**src/rtl/vpu_pkg.sv**
```systemverilog
// Shared constants and types for the vector load path.
// IDX_W sizes the lane counters so they run 0..LANES-1.
package vpu_pkg;
   localparam int LANES  = 16;
   localparam int ADDR_W = 16;
   localparam int REG_W  = 5;
   localparam int IDX_W  = $clog2(LANES);

   typedef enum logic [1:0] {IDLE, ISSUE, DRAIN, DONE} vls_state_t;
endpackage

```
**src/rtl/vector_load_sequencer_if.sv**
```systemverilog
// Request, memory-read and collect signals of the vector load sequencer.
// master is the sequencer side; slave is the pipeline/memory/output-manager side.
interface vector_load_sequencer_if;
   import vpu_pkg::*;

   logic              start;
   logic [ADDR_W-1:0] base_addr;
   logic [REG_W-1:0]  RD_in;
   logic [ADDR_W-1:0] mem_addr;
   logic              mem_rd_en;
   logic              collect_en;
   logic [IDX_W-1:0]  collect_idx;
   logic [REG_W-1:0]  RD_out;
   logic              busy;
   logic              done;

   modport master (
      input  start, base_addr, RD_in,
      output mem_addr, mem_rd_en, collect_en, collect_idx, RD_out, busy, done
   );

   modport slave (
      output start, base_addr, RD_in,
      input  mem_addr, mem_rd_en, collect_en, collect_idx, RD_out, busy, done
   );
endinterface

```
**src/rtl/valid_delay_line.sv**
```systemverilog
// 1-bit shift register of DEPTH stages with synchronous clear.
// Clearing drops every in-flight valid so nothing emerges after a reset.
module valid_delay_line #(
   parameter int DEPTH = 1
) (
   input  logic clk,
   input  logic clr,
   input  logic d,
   output logic q
);
   logic [DEPTH-1:0] pipe_reg;

   always_ff @(posedge clk) begin
      if (clr) begin
         pipe_reg <= '0;
      end else begin
         // Drop the oldest stage, shift the new valid into bit 0.
         pipe_reg <= DEPTH'({pipe_reg, d});
      end
   end

   assign q = pipe_reg[DEPTH-1];
endmodule

```
**src/rtl/vector_load_sequencer.sv**
```systemverilog
// Issues LANES consecutive reads from base_addr and tracks their return,
// holding busy until the last word has been collected.
module vector_load_sequencer
   import vpu_pkg::*;
#(
   parameter int MEM_LAT = 1
) (
   input  logic                           clk,
   input  logic                           rst,
   vector_load_sequencer_if.master        bus
);
   localparam logic [IDX_W-1:0] LAST_IDX = IDX_W'(LANES - 1);

   vls_state_t        state_reg;
   logic [ADDR_W-1:0] base_reg;
   logic [IDX_W-1:0]  issue_cnt_reg;
   logic [IDX_W-1:0]  collect_idx_reg;
   logic [ADDR_W-1:0] mem_addr_reg;
   logic              mem_rd_en_reg;
   logic [REG_W-1:0]  rd_reg;
   logic              busy_reg;
   logic              done_reg;
   logic              collect_en;

   valid_delay_line #(.DEPTH(MEM_LAT)) u_valid_delay (
      .clk (clk),
      .clr (rst),
      .d   (mem_rd_en_reg),
      .q   (collect_en)
   );

   always_ff @(posedge clk) begin
      if (rst) begin
         state_reg       <= IDLE;
         base_reg        <= '0;
         issue_cnt_reg   <= '0;
         collect_idx_reg <= '0;
         mem_addr_reg    <= '0;
         mem_rd_en_reg   <= 1'b0;
         rd_reg          <= '0;
         busy_reg        <= 1'b0;
         done_reg        <= 1'b0;
      end else begin
         if (collect_en) begin
            collect_idx_reg <= collect_idx_reg + 1'b1;
         end
         case (state_reg)
            IDLE: begin
               done_reg <= 1'b0;
               if (bus.start) begin
                  base_reg        <= bus.base_addr;
                  rd_reg          <= bus.RD_in;
                  issue_cnt_reg   <= '0;
                  collect_idx_reg <= '0;
                  mem_addr_reg    <= bus.base_addr;
                  mem_rd_en_reg   <= 1'b1;
                  busy_reg        <= 1'b1;
                  state_reg       <= ISSUE;
               end
            end
            ISSUE: begin
               if (issue_cnt_reg == LAST_IDX) begin
                  mem_rd_en_reg <= 1'b0;
                  mem_addr_reg  <= '0;
                  state_reg     <= DRAIN;
               end else begin
                  issue_cnt_reg <= issue_cnt_reg + 1'b1;
                  // Address wraps modulo 2^ADDR_W by construction of the adder width.
                  mem_addr_reg  <= base_reg + ADDR_W'(issue_cnt_reg) + ADDR_W'(1);
               end
            end
            DRAIN: begin
               if (collect_en && (collect_idx_reg == LAST_IDX)) begin
                  done_reg  <= 1'b1;
                  state_reg <= DONE;
               end
            end
            DONE: begin
               done_reg        <= 1'b0;
               busy_reg        <= 1'b0;
               collect_idx_reg <= '0;
               state_reg       <= IDLE;
            end
         endcase
      end
   end

   assign bus.mem_addr    = mem_addr_reg;
   assign bus.mem_rd_en   = mem_rd_en_reg;
   assign bus.collect_en  = collect_en;
   assign bus.collect_idx = collect_idx_reg;
   assign bus.RD_out      = rd_reg;
   assign bus.busy        = busy_reg;
   assign bus.done        = done_reg;
endmodule
```
**src/flat_wrapper.sv**
```systemverilog
// flat-port wrapper written by rule: the top's interface ports become plain ports
module vector_load_sequencer_flat import vpu_pkg::*;
#(
   parameter int MEM_LAT = 1
)
  (clk, rst, bus_start, bus_base_addr, bus_RD_in, bus_mem_addr, bus_mem_rd_en, bus_collect_en, bus_collect_idx, bus_RD_out, bus_busy, bus_done);
  vector_load_sequencer_if bus_i ();
  input  logic clk;
  input  logic rst;
  input wire logic [$bits(bus_i.start)-1:0] bus_start;
  input wire logic [$bits(bus_i.base_addr)-1:0] bus_base_addr;
  input wire logic [$bits(bus_i.RD_in)-1:0] bus_RD_in;
  output wire logic [$bits(bus_i.mem_addr)-1:0] bus_mem_addr;
  output wire logic [$bits(bus_i.mem_rd_en)-1:0] bus_mem_rd_en;
  output wire logic [$bits(bus_i.collect_en)-1:0] bus_collect_en;
  output wire logic [$bits(bus_i.collect_idx)-1:0] bus_collect_idx;
  output wire logic [$bits(bus_i.RD_out)-1:0] bus_RD_out;
  output wire logic [$bits(bus_i.busy)-1:0] bus_busy;
  output wire logic [$bits(bus_i.done)-1:0] bus_done;
  assign bus_i.start = bus_start;
  assign bus_i.base_addr = bus_base_addr;
  assign bus_i.RD_in = bus_RD_in;
  assign bus_mem_addr = bus_i.mem_addr;
  assign bus_mem_rd_en = bus_i.mem_rd_en;
  assign bus_collect_en = bus_i.collect_en;
  assign bus_collect_idx = bus_i.collect_idx;
  assign bus_RD_out = bus_i.RD_out;
  assign bus_busy = bus_i.busy;
  assign bus_done = bus_i.done;
  vector_load_sequencer #(.MEM_LAT(MEM_LAT)) u_core (.clk(clk), .rst(rst), .bus(bus_i));
endmodule
```
**config.mk**
```make
export PLATFORM = sky130hd
export DESIGN_NAME = vector_load_sequencer_flat
export DESIGN_NICKNAME = d
export VERILOG_FILES = /design/src/rtl/vpu_pkg.sv /design/src/rtl/vector_load_sequencer_if.sv /design/src/rtl/valid_delay_line.sv /design/src/rtl/vector_load_sequencer.sv /design/src/flat_wrapper.sv
export SDC_FILE = /design/constraint.sdc
export NUM_CORES = 1
export LEC_CHECK = 0
export BUFFER_PORTS_ARGS = -buffer_cell sky130_fd_sc_hd__buf_2
export CORE_UTILIZATION = 45
export CTS_CLUSTER_DIAMETER = 80
export DETAILED_ROUTE_END_ITERATION = 8
export MAX_ROUTING_LAYER = met4
export PLACE_DENSITY = 0.67
export SLEW_MARGIN = 20
export SYNTH_ARGS = -nofsm -noshare
export SYNTH_HDL_FRONTEND = slang
export SYNTH_SLANG_ARGS = --single-unit
export TNS_END_PERCENT = 100
```
**constraint.sdc**
```tcl
create_clock -name clk -period 1.9 [get_ports clk]
set_clock_uncertainty 0.2 [all_clocks]
set_input_delay 0.38 -clock clk [delete_from_list [all_inputs] [get_ports clk]]
set_output_delay 0.38 -clock clk [all_outputs]
set_load 0.05 [all_outputs]
```
=== After elaboration in Yosys (flattened, before gate mapping) ===
Cells that the tools add are included.

* Multiplexer cells: 19
* Reductions and logical operators: 13
* Add/subtract/negate cells: 4
* Equality and inequality tests: 9

{| class="wikitable"
|+ Operators with widths
! cell !! number
|-
| 16-bit 2-to-1 mux || 2
|-
| 16-bit one-hot mux with 2 select lines || 1
|-
| 16-bit by 1-bit adder with 16-bit output (second input constant) || 1
|-
| 16-bit by 4-bit adder with 16-bit output || 1
|-
| 4-bit 2-to-1 mux || 4
|-
| 4-bit one-hot mux with 2 select lines || 2
|-
| 3-bit AND reduction || 3
|-
| 4-bit by 1-bit adder with 4-bit output (second input constant) || 2
|-
| 4-bit == test (second input constant) || 2
|-
| 2-bit one-hot mux with 4 select lines || 1
|-
| 2-bit AND reduction || 4
|-
| 2-bit 2-to-1 mux || 3
|-
| 1-bit one-hot mux with 2 select lines || 3
|-
| 2-bit nonzero test || 3
|-
| 2-bit == test (second input constant) || 2
|-
| 2-bit by 1-bit != test with 1-bit output (second input constant) || 2
|-
| 2-bit != test (second input constant) || 2
|-
| 1-bit 2-to-1 mux || 3
|-
| 2-bit by 1-bit == test with 1-bit output (second input constant) || 1
|-
| 2-bit logical NOT || 1
|-
| 2-bit OR reduction || 1
|-
| 1-bit logical AND || 1
|}

* Word-level logic and storage cells: 55
* Output and inout bits: 29
* Bits in registers: 51

=== Logic depth before layout (Yosys ltp) ===
Gate-level depths: netlist (run 1).

* Depth in word-level cells: 4
* Depth in mapped cells: 9
* Gate-level depth less buffers: 9

=== Hierarchy ===
A second synthesis (run 1) with hierarchy kept.

* Cells, all modules: 309
* Area total of the unflattened synthesis: 2523.7 sq um

{| class="wikitable"
|+ By module, submodules not included
! module !! times used !! sequential area each (sq um) !! area an instance (sq um) !! cells each
|-
| vector_load_sequencer || 1 || 1001.0 || 2489.9 || 307
|-
| valid_delay_line || 1 || 20.0 || 33.8 || 2
|}

=== Worst setup path after synthesis (run 1) ===
No wires, ideal clock.

* Kind: reg2reg
* Start: register u_core.issue_cnt_reg[0]
* End: register u_core.mem_addr_reg[10], in the netlist u_core.bus.mem_addr[10]
* Path buffers: 0
* Stages on the path, launching flop included: 10
* Period minus slack after synthesis: 2.096 ns
* Path slack: -0.196 ns
* Data required time: 1.568 ns
* Library setup time: 0.132 ns
* Data arrival time: 1.764 ns
* Cells stage by stage: dfxtp_1 > inv_1 > ha_1 > inv_1 > fa_1 > and3_1 > o2111ai_1 > xnor2_1 > a221oi_1 > nor3_1

* Longest elaborated chain between the ends: 4
* Elaborated cells between the ends (all ways): 5
* Those cells by class: add/sub: 2; eq/ne: 1; mux: 2

{| class="wikitable"
|+ Ends and longest elaborated chain
! item !! line !! text
|-
| start, declared || vector_load_sequencer.sv:16 || <nowiki>logic [IDX_W-1:0] issue_cnt_reg;</nowiki>
|-
| start signal, assigned || vector_load_sequencer.sv:67 || <nowiki>issue_cnt_reg <= issue_cnt_reg + 1'b1;</nowiki>
|-
| 16-bit by 4-bit adder with 16-bit output || vector_load_sequencer.sv:69 || <nowiki>mem_addr_reg <= base_reg + ADDR_W'(issue_cnt_reg) + ADDR_W'(1);</nowiki>
|-
| 16-bit by 1-bit adder with 16-bit output || vector_load_sequencer.sv:69 ||
|-
| 16-bit 2-to-1 mux (*) || vector_load_sequencer.sv:62 || <nowiki>if (issue_cnt_reg == LAST_IDX) begin</nowiki>
|-
| 16-bit one-hot mux with 2 select lines (*) || vector_load_sequencer.sv:47 || <nowiki>case (state_reg)</nowiki>
|-
| end signal, assigned || vector_load_sequencer.sv:55 || <nowiki>mem_addr_reg <= bus.base_addr;</nowiki>
|-
| end signal, assigned || vector_load_sequencer.sv:69 ||
|-
| end, declared || vector_load_sequencer.sv:18 || <nowiki>logic [ADDR_W-1:0] mem_addr_reg;</nowiki>
|}

Mark *: on every way between the ends. The rest lies on a longest branch, timed or not.
A chain may end at the register's enable or synchronous reset.

=== Worst setup path after layout (run 1) ===
* Start: register u_core.base_reg[0]
* End: register u_core.mem_addr_reg[10], in the netlist u_core.bus.mem_addr[10]

* Longest elaborated chain between the ends: 4

{| class="wikitable"
|+ Ends and longest elaborated chain
! item !! line !! text
|-
| start, declared || vector_load_sequencer.sv:15 || <nowiki>logic [ADDR_W-1:0] base_reg;</nowiki>
|-
| start signal, assigned || vector_load_sequencer.sv:51 || <nowiki>base_reg <= bus.base_addr;</nowiki>
|-
| 16-bit by 4-bit adder with 16-bit output || vector_load_sequencer.sv:69 ||
|-
| 16-bit by 1-bit adder with 16-bit output || vector_load_sequencer.sv:69 ||
|-
| 16-bit 2-to-1 mux || vector_load_sequencer.sv:62 ||
|-
| 16-bit one-hot mux with 2 select lines || vector_load_sequencer.sv:47 ||
|}

Every way passes these cells.

==> impl_results.rst, run 1 <==
.. list-table::
   :header-rows: 1

   * - Metric
     - Value
   * - Run status
     - finished, violations left
   * - Violated checks
     - negative setup slack
   * - # placed instances
     - 441
   * - Pin count of the biggest net entering global routing
     - 22
   * - Leakage power figure
     - 1.43 nW
   * - Initial core utilization
     - 0.482
   * - Worst-case headroom to the max-slew limit
     - 0.650
   * - Post-detailed-placement cell area
     - 3110 sq um
   * - Combinational power share
     - 0.547
   * - TritonCTS clock tree
     - built
   * - Port Buf Inserts
     - 52
   * - Finished Layout Cells
     - 453
   * - Average size of a mapped cell
     - 8.36 sq um
   * - Global-route wire length before repair
     - 11,100 um
   * - Post-detailed-routing wire length
     - 6960 um
   * - 1st-pass router iterations
     - 4
   * - Number of inserted diodes
     - 0
   * - Die footprint
     - 5950 sq um
   * - Number of filler instances in the final layout
     - 469
   * - Number of synthesized register bits
     - 51
   * - Max frequency
     - 0.496 GHz
   * - Critical path class
     - flip-flop to flip-flop
   * - Final worst slack
     - -0.116 ns
   * - Latest clock arrival within the worst-skew pair
     - 0.31 ns
   * - Number of DRC violations after detailed-routing iteration 0
     - 146
   * - Crit Path Max Fanout
     - 3
   * - Count of warnings emitted by yosys
     - 0
   * - Post-synthesis cell area
     - 2540 sq um
   * - Final HPWL from detailed placement
     - 4750 um
   * - Worst slack after detailed placement
     - -0.158 ns
   * - Reg clk slew, reported paths
     - 0.09 ns
   * - Routed vias
     - 2,454
   * - Clock Sinks
     - 51
   * - Clock root buffer master
     - clkbuf_8
   * - Data arrival time of the critical path
     - 2.02 ns
   * - NetSw
     - 2.26 mW
   * - Final cell area excluding filler cells
     - 3450 sq um
   * - FF-to-FF End
     - u_core.bus.mem_addr[10]
   * - Required arrival time at the worst endpoint
     - 1.91 ns
   * - Number of global-route vias before repair
     - 2,330
   * - Actual slew at the worst max-slew pin
     - 0.524 ns
   * - Number of hold violations in the final report
     - 0
   * - Most common library cell in the layout ignoring fill and taps
     - buf_2
   * - Global placement routability congestion
     - 0.839
   * - Last element of the critical path
     - u_core.bus.mem_addr[10]
   * - Number of buffers created by CTS
     - 5
   * - Portion of the post-synthesis area used by sequential elements
     - 0.402
   * - Count of maximum capacitance violations
     - 0
   * - Residual DRC count
     - 0
   * - Worst min path class
     - primary input to flip-flop
   * - Synthesized netlist cell count
     - 304
   * - Critical path startpoint
     - u_core.base_reg[0]
   * - Total grt overflow
     - 0
   * - Final max-slew violation count
     - 0
   * - Setup slack, reg-to-reg
     - -0.12 ns
   * - Reg2Reg Depth
     - 9
   * - Clock network fraction of design power
     - 0.143
   * - Setup repair after global routing missed its margin
     - true
   * - Sw Ratio
     - 0.462
   * - Register share of total power
     - 0.310
   * - Die width
     - 77.1 um
   * - Height of the die
     - 77.1 um
   * - Number of H-tree levels
     - 2
   * - Most frequent cells in the layout
     - buf_2 (52), nand2_1 (51), dfxtp_1 (44)
   * - Hold Slack
     - 0.0977 ns
   * - Mean routed wirelength per cell
     - 15.4 um
   * - Startpoint type of the worst setup path
     - flip-flop
   * - Maximum resistive drop on vdd
     - 0.656 mV
   * - Clock tree buffer depth
     - 2
   * - Initial antenna violation count
     - 0
   * - EDFF count, synth
     - 0
   * - Syn-to-layout area delta
     - 35.6%
   * - Post-synth net total
     - 339
   * - Minimum clock period after layout
     - 2.02 ns
   * - Overall global routing resource usage
     - 0.245
   * - Power density over cell area
     - 1420 nW/um^2
   * - Category of the worst setup path capture point
     - flip-flop
   * - Count of nets left with antenna violations after detail routing
     - 0
   * - Hold_buf cts
     - 0
   * - Most used flip-flop cell after synthesis
     - dfxtp_1
   * - Synth unique cells
     - 47
   * - Cell Int Power
     - 2.63 mW
   * - Net count of the finished layout
     - 417
   * - Ratio of cells with drive above 1 in the final layout
     - 0.392
   * - Final setup violation count
     - 7
   * - Core Box Area
     - 5270 sq um
   * - Row count
     - 26
   * - Routed vias/inst
     - 5.42
   * - Boundary pin count
     - 53
   * - Source of the worst register-to-register timing path
     - u_core.base_reg[0]
   * - Final sum of negative setup slack
     - -0.566 ns
   * - Synth async-reset ratio
     - 0
   * - Post-route fraction of the period consumed by the critical path
     - 1.06
==> synth_stat cells (all sizes together) (3+ instances only) <==
| library cell | number | area (sq um) |
|---|---|---|
| a211oi | 5 | 42.5 |
| ha | 10 | 125 |
| clkbuf | 9 | 33.8 |
| o21ai | 12 | 82.6 |
| nand2 | 53 | 199 |
| xor2 | 11 | 96.3 |
| nand3 | 7 | 40.0 |
| a21oi | 36 | 191 |
| nor2 | 26 | 97.6 |
| o22ai | 4 | 25.0 |
| o2111ai | 4 | 35.0 |
| buf | 9 | 60.1 |
| o211ai | 4 | 30.0 |
| nand4 | 3 | 18.8 |
| and3 | 7 | 43.8 |
| a221oi | 7 | 67.6 |
| nor3 | 6 | 30.0 |
| a311oi | 3 | 26.3 |
| dfxtp | 51 | 1020 |
| inv | 11 | 41.3 |
==> cell type report <==
| class | instances | area (sq um) | area share |
|---|---|---|---|
| Inverter | 11 | 41.3 | 0.0120 |
| Timing Repair Buffer | 89 | 551 | 0.160 |
| Tap cell | 70 | 87.6 | 0.0254 |
| Clock buffer | 8 | 100 | 0.0290 |
| Multi-Input combinational cell | 224 | 1640 | 0.474 |
| Sequential cell | 51 | 1030 | 0.299 |
==> worst min-delay path by stage <==
stage / from / to / slack (ns) / depth (start not counted)
after floorplan: u_core.base_reg[15] / u_core.base_reg[15] / 0.25 / 2
final: bus_RD_in[1] / u_core.bus.RD_out[1] / 0.1 / 3
after global routing: bus_RD_in[0] / u_core.bus.RD_out[0] / 0.09 / 3
after CTS: bus_RD_in[1] / u_core.bus.RD_out[1] / 0.09 / 3
after detailed placement: u_core.bus.RD_out[3] / u_core.bus.RD_out[3] / 0.25 / 2
after global placement: u_core.bus.RD_out[3] / u_core.bus.RD_out[3] / 0.24 / 2
==> per-layer routing <==
metal	vias to the layer above	GRT usage	share of wire
met4	0	0.104	0.021
met2	63	0.390	0.48
met5	-	-	0
li1	1229	-	-
met3	11	0.0429	0.048
met1	1151	0.304	0.45
==> power groups by stage <==
stage / registers [mW] / clock network [mW] / logic [mW]
global route: 1.55 / 0.761 / 2.88
CTS: 1.50 / 0.704 / 2.47
floorplan: 2.08 / 0 / 1.14
detailed placement: 1.52 / 0 / 2.44
finish: 1.51 / 0.699 / 2.68
global placement: 1.51 / 0 / 2.41
==> worst max-delay path, cell delays in order (launching register included) <==
cell       delay (ns)
dfxtp_2          0.33
inv_2            0.06
ha_4             0.13
inv_2            0.03
fa_2             0.36
and3_4           0.18
o2111ai_2        0.17
xnor2_1          0.10
a221oi_1         0.26
nor3_1           0.08
==> what timing repair did <==
item / CTS / global route
setup buffers: 1 / 3
pin swaps: 6 / 19
resized for setup: 7 / 33
setup endpoints to repair: 14 / 28
==> per-stage QoR <==
stage	utilization	power [mW]
6_report	0.654	4.89
4_1_cts	0.615	4.67
2_1_floorplan	-	3.22
3_3_place_gp	0.590	3.92
5_1_grt	0.654	5.19
3_5_place_dp	0.590	3.96
==> logic make-up after synthesis <==
logic type                 count (synthesis)  share of synthesized area
xor gates and xnor gates                  13                     0.0448
AOI/OAI and AO/OA                         84                      0.231
buffers and inverters                     29                     0.0532
and+or+nand+nor                          114                      0.204
adders and majority gates                 11                     0.0571
DFF                                       51                      0.402
muxes                                      2                    0.00788
(Power assumes the default switching activity.)
==> inputs of run 2 (changes only) <==
PLACE_DENSITY = 0.65   (was 0.67)
clock period = 2.5 ns   (was 1.9 ns; I/O delays follow)
==> run 2 against run 1 <==
Net effect: the flow now finishes without violations; critical path depth is the same; non-clock buffer count is 29 lower; utilization is 9.0 points lower; die area did not move; clock-buffer cell count shrank 2; first-iteration DRC count is 49% higher; clock power decreased by 13%; sequential power decreased by 23%; fmax fell by 9.5%; via count down 6.5%; global-route usage is 1.3 points lower; wire length is 11% lower; critical endpoint unchanged.
==> impl_results.rst, run 2 (synthesized netlist as in run 1, its figures left out) <==
.. list-table::
   :header-rows: 1

   * - Metric
     - Value
   * - Setup slack, reg-to-reg
     - 0.27 ns
   * - Number of filler instances in the final layout
     - 519
   * - Hold path endpoint
     - u_core.bus.RD_out[1]
   * - Row count
     - 26
   * - Source of the worst register-to-register timing path
     - u_core.issue_cnt_reg[0]
   * - Core Box Area
     - 5270 sq um
   * - Pin count of the biggest net entering global routing
     - 26
   * - Final setup violation count
     - 0
   * - Hold Crit Start
     - bus_RD_in[1]
   * - Die footprint
     - 5950 sq um
   * - Number of H-tree levels
     - 2
   * - Post-detailed-placement cell area
     - 2860 sq um
   * - Final sum of negative setup slack
     - 0 ns
   * - Routed vias
     - 2,295
   * - Setup repair after global routing missed its margin
     - false
   * - Critical path class
     - flip-flop to flip-flop
   * - Buffer count from post-CTS setup fixing
     - 0
   * - Category of the worst setup path capture point
     - flip-flop
   * - Net count of the finished layout
     - 388
   * - Post-detailed-routing wire length
     - 6200 um
   * - Max stage delay on crit path
     - 0.41 ns
   * - Reg2Reg Depth
     - 9
   * - Mean routed wirelength per cell
     - 14.6 um
   * - Worst slack after detailed placement
     - 0.297 ns
   * - Final worst slack
     - 0.272 ns
   * - Most frequent CP cell
     - inv_1
   * - Final cell area excluding filler cells
     - 2970 sq um
   * - Actual slew at the worst max-slew pin
     - 0.459 ns
   * - Sum of internal, switching and leakage power
     - 3.37 mW
   * - Crit Path Max Fanout
     - 5
   * - Most common library cell in the layout ignoring fill and taps
     - nand2_1
   * - Initial antenna violation count
     - 0
   * - Post-cts sizing count
     - 0
   * - Ratio of cells with drive above 1 in the final layout
     - 0.220
   * - Final HPWL from detailed placement
     - 4360 um
   * - Final max-slew violation count
     - 0
   * - Count of nets left with antenna violations after detail routing
     - 0
   * - Run status
     - complete, no violations
   * - Initial core utilization
     - 0.482
   * - Number of DRC violations after detailed-routing iteration 0
     - 217
   * - Total grt overflow
     - 0
   * - Overall global routing resource usage
     - 0.232
   * - Leakage power figure
     - 1.28 nW
   * - Hold_buf cts
     - 0
   * - Boundary pin count
     - 53
   * - Residual DRC count
     - 0
   * - Post-route fraction of the period consumed by the critical path
     - 0.891
   * - Number of inserted diodes
     - 0
   * - Port Buf Inserts
     - 52
   * - Height of the die
     - 77.1 um
   * - Clock Sinks
     - 51
   * - Data arrival time of the critical path
     - 2.24 ns
   * - Critical Path, Cell by Cell
     - inv_1 -> ha_1 -> inv_1 -> fa_1 -> and3_1 -> o2111ai_1 -> xnor2_1 -> a221oi_1 -> nor3_1
   * - Power density over cell area
     - 1130 nW/um^2
   * - Global-route wire length before repair
     - 10,600 um
   * - 1st-pass router iterations
     - 4
   * - Global placement routability congestion
     - 0.795
   * - Syn-to-layout area delta
     - 17.0%
   * - Clock tree buffer depth
     - 2
   * - Required arrival time at the worst endpoint
     - 2.51 ns
   * - Startpoint type of the worst setup path
     - flip-flop
   * - Clock root buffer master
     - clkbuf_8
   * - Number of global-route vias before repair
     - 2,133
   * - Most frequent cells in the layout
     - nand2_1 (53), buf_2 (52), dfxtp_1 (51)
   * - FF-to-FF End
     - u_core.bus.mem_addr[10]
   * - Minimum clock period after layout
     - 2.23 ns
   * - Cell count of the worst hold path
     - 3
   * - Master of the slowest instance on the critical path
     - fa_1
   * - Number of hold violations in the final report
     - 0
   * - Count of maximum capacitance violations
     - 0
   * - Worst min path class
     - primary input to flip-flop
   * - Maximum resistive drop on vdd
     - 0.505 mV
   * - Die width
     - 77.1 um
   * - Max frequency
     - 0.449 GHz
   * - Number of buffers created by CTS
     - 5
   * - Worst-case headroom to the max-slew limit
     - 0.693
   * - Latest clock arrival within the worst-skew pair
     - 0.32 ns
   * - TritonCTS clock tree
     - built
   * - Routed vias/inst
     - 5.41
   * - Reg clk slew, reported paths
     - 0.10 ns
## run 2: cell types whose count changed in the layout (fill, tap and decap cells not counted), sizes merged
cell | previous run | this run
clkbuf | 8 | 6
bufinv | 0 | 1
buf | 89 | 60
clkinv | 0 | 1
## run 2: area by class of cell
cell class	count	area (sq um)	area share
Multi-Input combinational cell	224	1390	0.466
Sequential cell	51	1020	0.343
Timing Repair Buffer	60	320	0.108
Tap cell	70	87.6	0.0295
Clock buffer	6	82.6	0.0278
Inverter	11	41.3	0.0139
Clock inverter	2	35.0	0.0118
## run 2: worst max-delay path by stage
| stage | slack (ns) | end | from | depth (start not counted) |
|---|---|---|---|---|
| floorplan | 0.40 | u_core.bus.mem_addr[10] | u_core.issue_cnt_reg[0] | 9 |
| global placement | 0.34 | u_core.bus.mem_addr[10] | u_core.issue_cnt_reg[0] | 9 |
| detailed placement | 0.30 | u_core.bus.mem_addr[10] | u_core.issue_cnt_reg[0] | 9 |
| CTS | 0.28 | u_core.bus.mem_addr[10] | u_core.issue_cnt_reg[0] | 9 |
| global route | 0.11 | u_core.bus.mem_addr[10] | u_core.issue_cnt_reg[0] | 9 |
| finish | 0.27 | u_core.bus.mem_addr[10] | u_core.issue_cnt_reg[0] | 9 |
## run 2: report_power, final
group          switching, mW  internal [mW]  total (mW)  leakage [nW]
registers              0.151           1.00        1.16         0.418
logic                   1.12          0.481        1.61         0.803
clock network          0.285          0.324       0.609        0.0612
total                   1.56           1.81        3.37          1.28
## run 2: critical path: cells and delay by family (launching register included)
family	cells	cell delay, ns
fa+ha+maj	2	0.58
compound gates	2	0.47
flops	1	0.36
simple gates	2	0.30
buf+inv	2	0.13
xor+xnor	1	0.09
## run 2: per-layer routing
layer	routed length [um]	vias to the layer above	track usage
li1	-	1176	-
met1	2900	1051	0.303
met2	2900	62	0.349
met3	336	6	0.0452
met4	73	0	0.0981
met5	0	-	-
## run 2: metrics by stage
step | hold slack [ns] | utilization | std cells
detailed placement | 0.246 | 0.542 | 416
global route | 0.214 | 0.564 | 424
global placement | 0.239 | 0.542 | 416
CTS | 0.216 | 0.564 | 424
floorplan | 0.236 | - | 304
finish | 0.215 | 0.564 | 424
==> inputs of run 3 (changes only) <==
PLACE_DENSITY = 0.67   (was 0.65)
clock period = 2 ns   (was 2.5 ns; I/O delays follow)
==> run 3 against run 2 <==
Net effect: wire length is 13% higher; critical path depth stayed put; total power is 33% higher; die area stayed put; utilization is 5.4 points higher; register-to-register slack worse by 0.26 ns; via count is 7.5% higher; global-route usage is 1.1 points higher; final cell count is 4.5% higher; largest cell class unchanged.
==> impl_results.rst, run 3 (synthesized netlist as in run 1, its figures left out) <==
.. list-table::
   :header-rows: 1

   * - Metric
     - Value
   * - Run status
     - complete, no violations
   * - Reg clk slew, reported paths
     - 0.10 ns
   * - Worst min path class
     - primary input to flip-flop
   * - Leakage power figure
     - 1.38 nW
   * - Final max-slew violation count
     - 0
   * - Global placement routability congestion
     - 0.872
   * - Required arrival time at the worst endpoint
     - 2.02 ns
   * - Number of filler instances in the final layout
     - 500
   * - Final HPWL from detailed placement
     - 4830 um
   * - Initial antenna violation count
     - 0
   * - Register share of total power
     - 0.324
   * - Final sum of negative setup slack
     - 0 ns
   * - Global-route wire length before repair
     - 11,200 um
   * - Detailed-routing wirelength on met1
     - 3180 um
   * - Syn-to-layout area delta
     - 28.3%
   * - Post-detailed-routing wire length
     - 6980 um
   * - Most frequent cells in the layout
     - buf_2 (52), nand2_1 (51), dfxtp_1 (45)
   * - Power density over cell area
     - 1370 nW/um^2
   * - Count of maximum capacitance violations
     - 0
   * - Layout Utilization
     - 0.618
   * - Top routing layer in use
     - met4
   * - Combinational power share
     - 0.537
   * - Most common library cell in the layout ignoring fill and taps
     - buf_2
   * - Boundary pin count
     - 53
   * - Cell Int Power
     - 2.38 mW
   * - Overall global routing resource usage
     - 0.243
   * - Hold Crit Start
     - bus_RD_in[3]
   * - Mean routed wirelength per cell
     - 15.8 um
   * - Clock root buffer master
     - clkbuf_8
   * - Detail Route met3 WL
     - 400 um
   * - Crit Path Max Fanout
     - 3
   * - Sw Ratio
     - 0.469
   * - Port Buf Inserts
     - 52
   * - Critical path class
     - flip-flop to flip-flop
   * - Net count of the finished layout
     - 408
   * - Total grt overflow
     - 0
   * - Number of DRC violations after detailed-routing iteration 0
     - 177
   * - Maximum resistive drop on vdd
     - 0.572 mV
   * - Footprint of the multi-input gates
     - 1510 sq um
   * - Height of the die
     - 77.1 um
   * - Die footprint
     - 5950 sq um
   * - Source of the worst register-to-register timing path
     - u_core.base_reg[0]
   * - NetSw
     - 2.10 mW
   * - Clock tree buffer depth
     - 2
   * - Minimum clock period after layout
     - 1.99 ns
   * - Clock Sinks
     - 51
   * - Category of the worst setup path capture point
     - flip-flop
   * - Count of nets left with antenna violations after detail routing
     - 0
   * - Routed vias/inst
     - 5.57
   * - Row count
     - 26
   * - Area occupied by registers
     - 1030 sq um
   * - Final setup violation count
     - 0
   * - Hold_buf cts
     - 0
   * - Startpoint type of the worst setup path
     - flip-flop
   * - Data arrival time of the critical path
     - 2.00 ns
   * - Die width
     - 77.1 um
   * - Worst slack after detailed placement
     - -0.0389 ns
   * - Latest clock arrival within the worst-skew pair
     - 0.32 ns
   * - Post-route fraction of the period consumed by the critical path
     - 0.994
   * - Number of global-route vias before repair
     - 2,367
   * - Max frequency
     - 0.503 GHz
   * - Clock network fraction of design power
     - 0.140
   * - Worst-case headroom to the max-slew limit
     - 0.659
   * - Hold Slack
     - 0.113 ns
   * - Routed wl met2
     - 3280 um
   * - Core Box Area
     - 5270 sq um
   * - Number of inserted diodes
     - 0
   * - TritonCTS clock tree
     - built
   * - Pin count of the biggest net entering global routing
     - 22
   * - Actual slew at the worst max-slew pin
     - 0.509 ns
   * - Number of hold violations in the final report
     - 0
   * - 1st-pass router iterations
     - 6
   * - Setup repair after global routing missed its margin
     - true
   * - Final worst slack
     - 0.0116 ns
   * - Initial core utilization
     - 0.482
   * - Residual DRC count
     - 0
   * - Critical path startpoint
     - u_core.base_reg[0]
   * - Ratio of cells with drive above 1 in the final layout
     - 0.340
   * - Number of H-tree levels
     - 2
   * - Routed vias
     - 2,467
   * - Number of buffers created by CTS
     - 5
-- run 3: cell count changes in the layout (fill, tap and decap cells not counted), moves of 3 or more --
| cell | change |
|---|---|
| ha_4 | +4 |
| ha_1 | -5 |
| nor2_1 | -3 |
| dfxtp_1 | -6 |
| nor2_2 | +3 |
| inv_1 | -3 |
| inv_2 | +3 |
| buf_4 | +17 |
| a221oi_2 | +3 |
| dfxtp_2 | +4 |
| a221oi_1 | -3 |
-- run 3: worst paths after layout --
path / to / slack, ns / cells past startpoint
min: u_core.bus.RD_out[3] / 0.11 / 3
min reg2reg: u_core.bus.RD_out[4] / 0.26 / 2
max reg2reg: u_core.bus.mem_addr[10] / 0.01 / 9
max: u_core.bus.mem_addr[10] / 0.01 / 9
-- run 3: layer usage --
layer / track usage / vias up
met5: - / -
met4: 0.0887 / 0
met3: 0.0476 / 12
met2: 0.384 / 74
met1: 0.306 / 1168
li1: - / 1213
-- run 3: power groups by stage --
stage / combinational (mW) / sequential [mW] / clock, mW
after floorplan: 1.05 / 1.97 / 0
after global placement: 2.23 / 1.44 / 0
after detailed placement: 2.26 / 1.45 / 0
after CTS: 2.28 / 1.43 / 0.630
after global routing: 2.58 / 1.48 / 0.674
final: 2.40 / 1.45 / 0.627
-- run 3: metrics by stage --
| step | std cells | total power, mW | area, sq um |
|---|---|---|---|
| 2_1_floorplan | 304 | 3.02 | 2550 |
| 3_3_place_gp | 435 | 3.67 | 3040 |
| 3_5_place_dp | 435 | 3.71 | 3040 |
| 4_1_cts | 442 | 4.34 | 3140 |
| 5_1_grt | 443 | 4.74 | 3260 |
| 6_report | 443 | 4.48 | 3260 |
-- run 3: worst max-delay path, cell delays in order, from the launching register on --
cell and delay (ns):
dfxtp_2 0.34, inv_2 0.06, ha_4 0.13, inv_2 0.04, fa_2 0.34, and3_4 0.21, o2111ai_2 0.17, xnor2_1 0.10
a221oi_2 0.22, nor3_1 0.07
-- run 3: cell type report --
cell class	instances	share of cell area
tap	70	0.0269
timing repair buffer	80	0.153
clock buffer	6	0.0253
clock inverter	1	0.00154
multi-input combinational	224	0.463
sequential	51	0.317
inverter	11	0.0127
-- run 3: what timing repair did --
item | CTS | global route
resized for setup | 3 | 31
buffers inserted | 0 | 1
pin swaps | 1 | 5
gates cloned | 0 | 0
setup endpoints to repair | 5 | 23
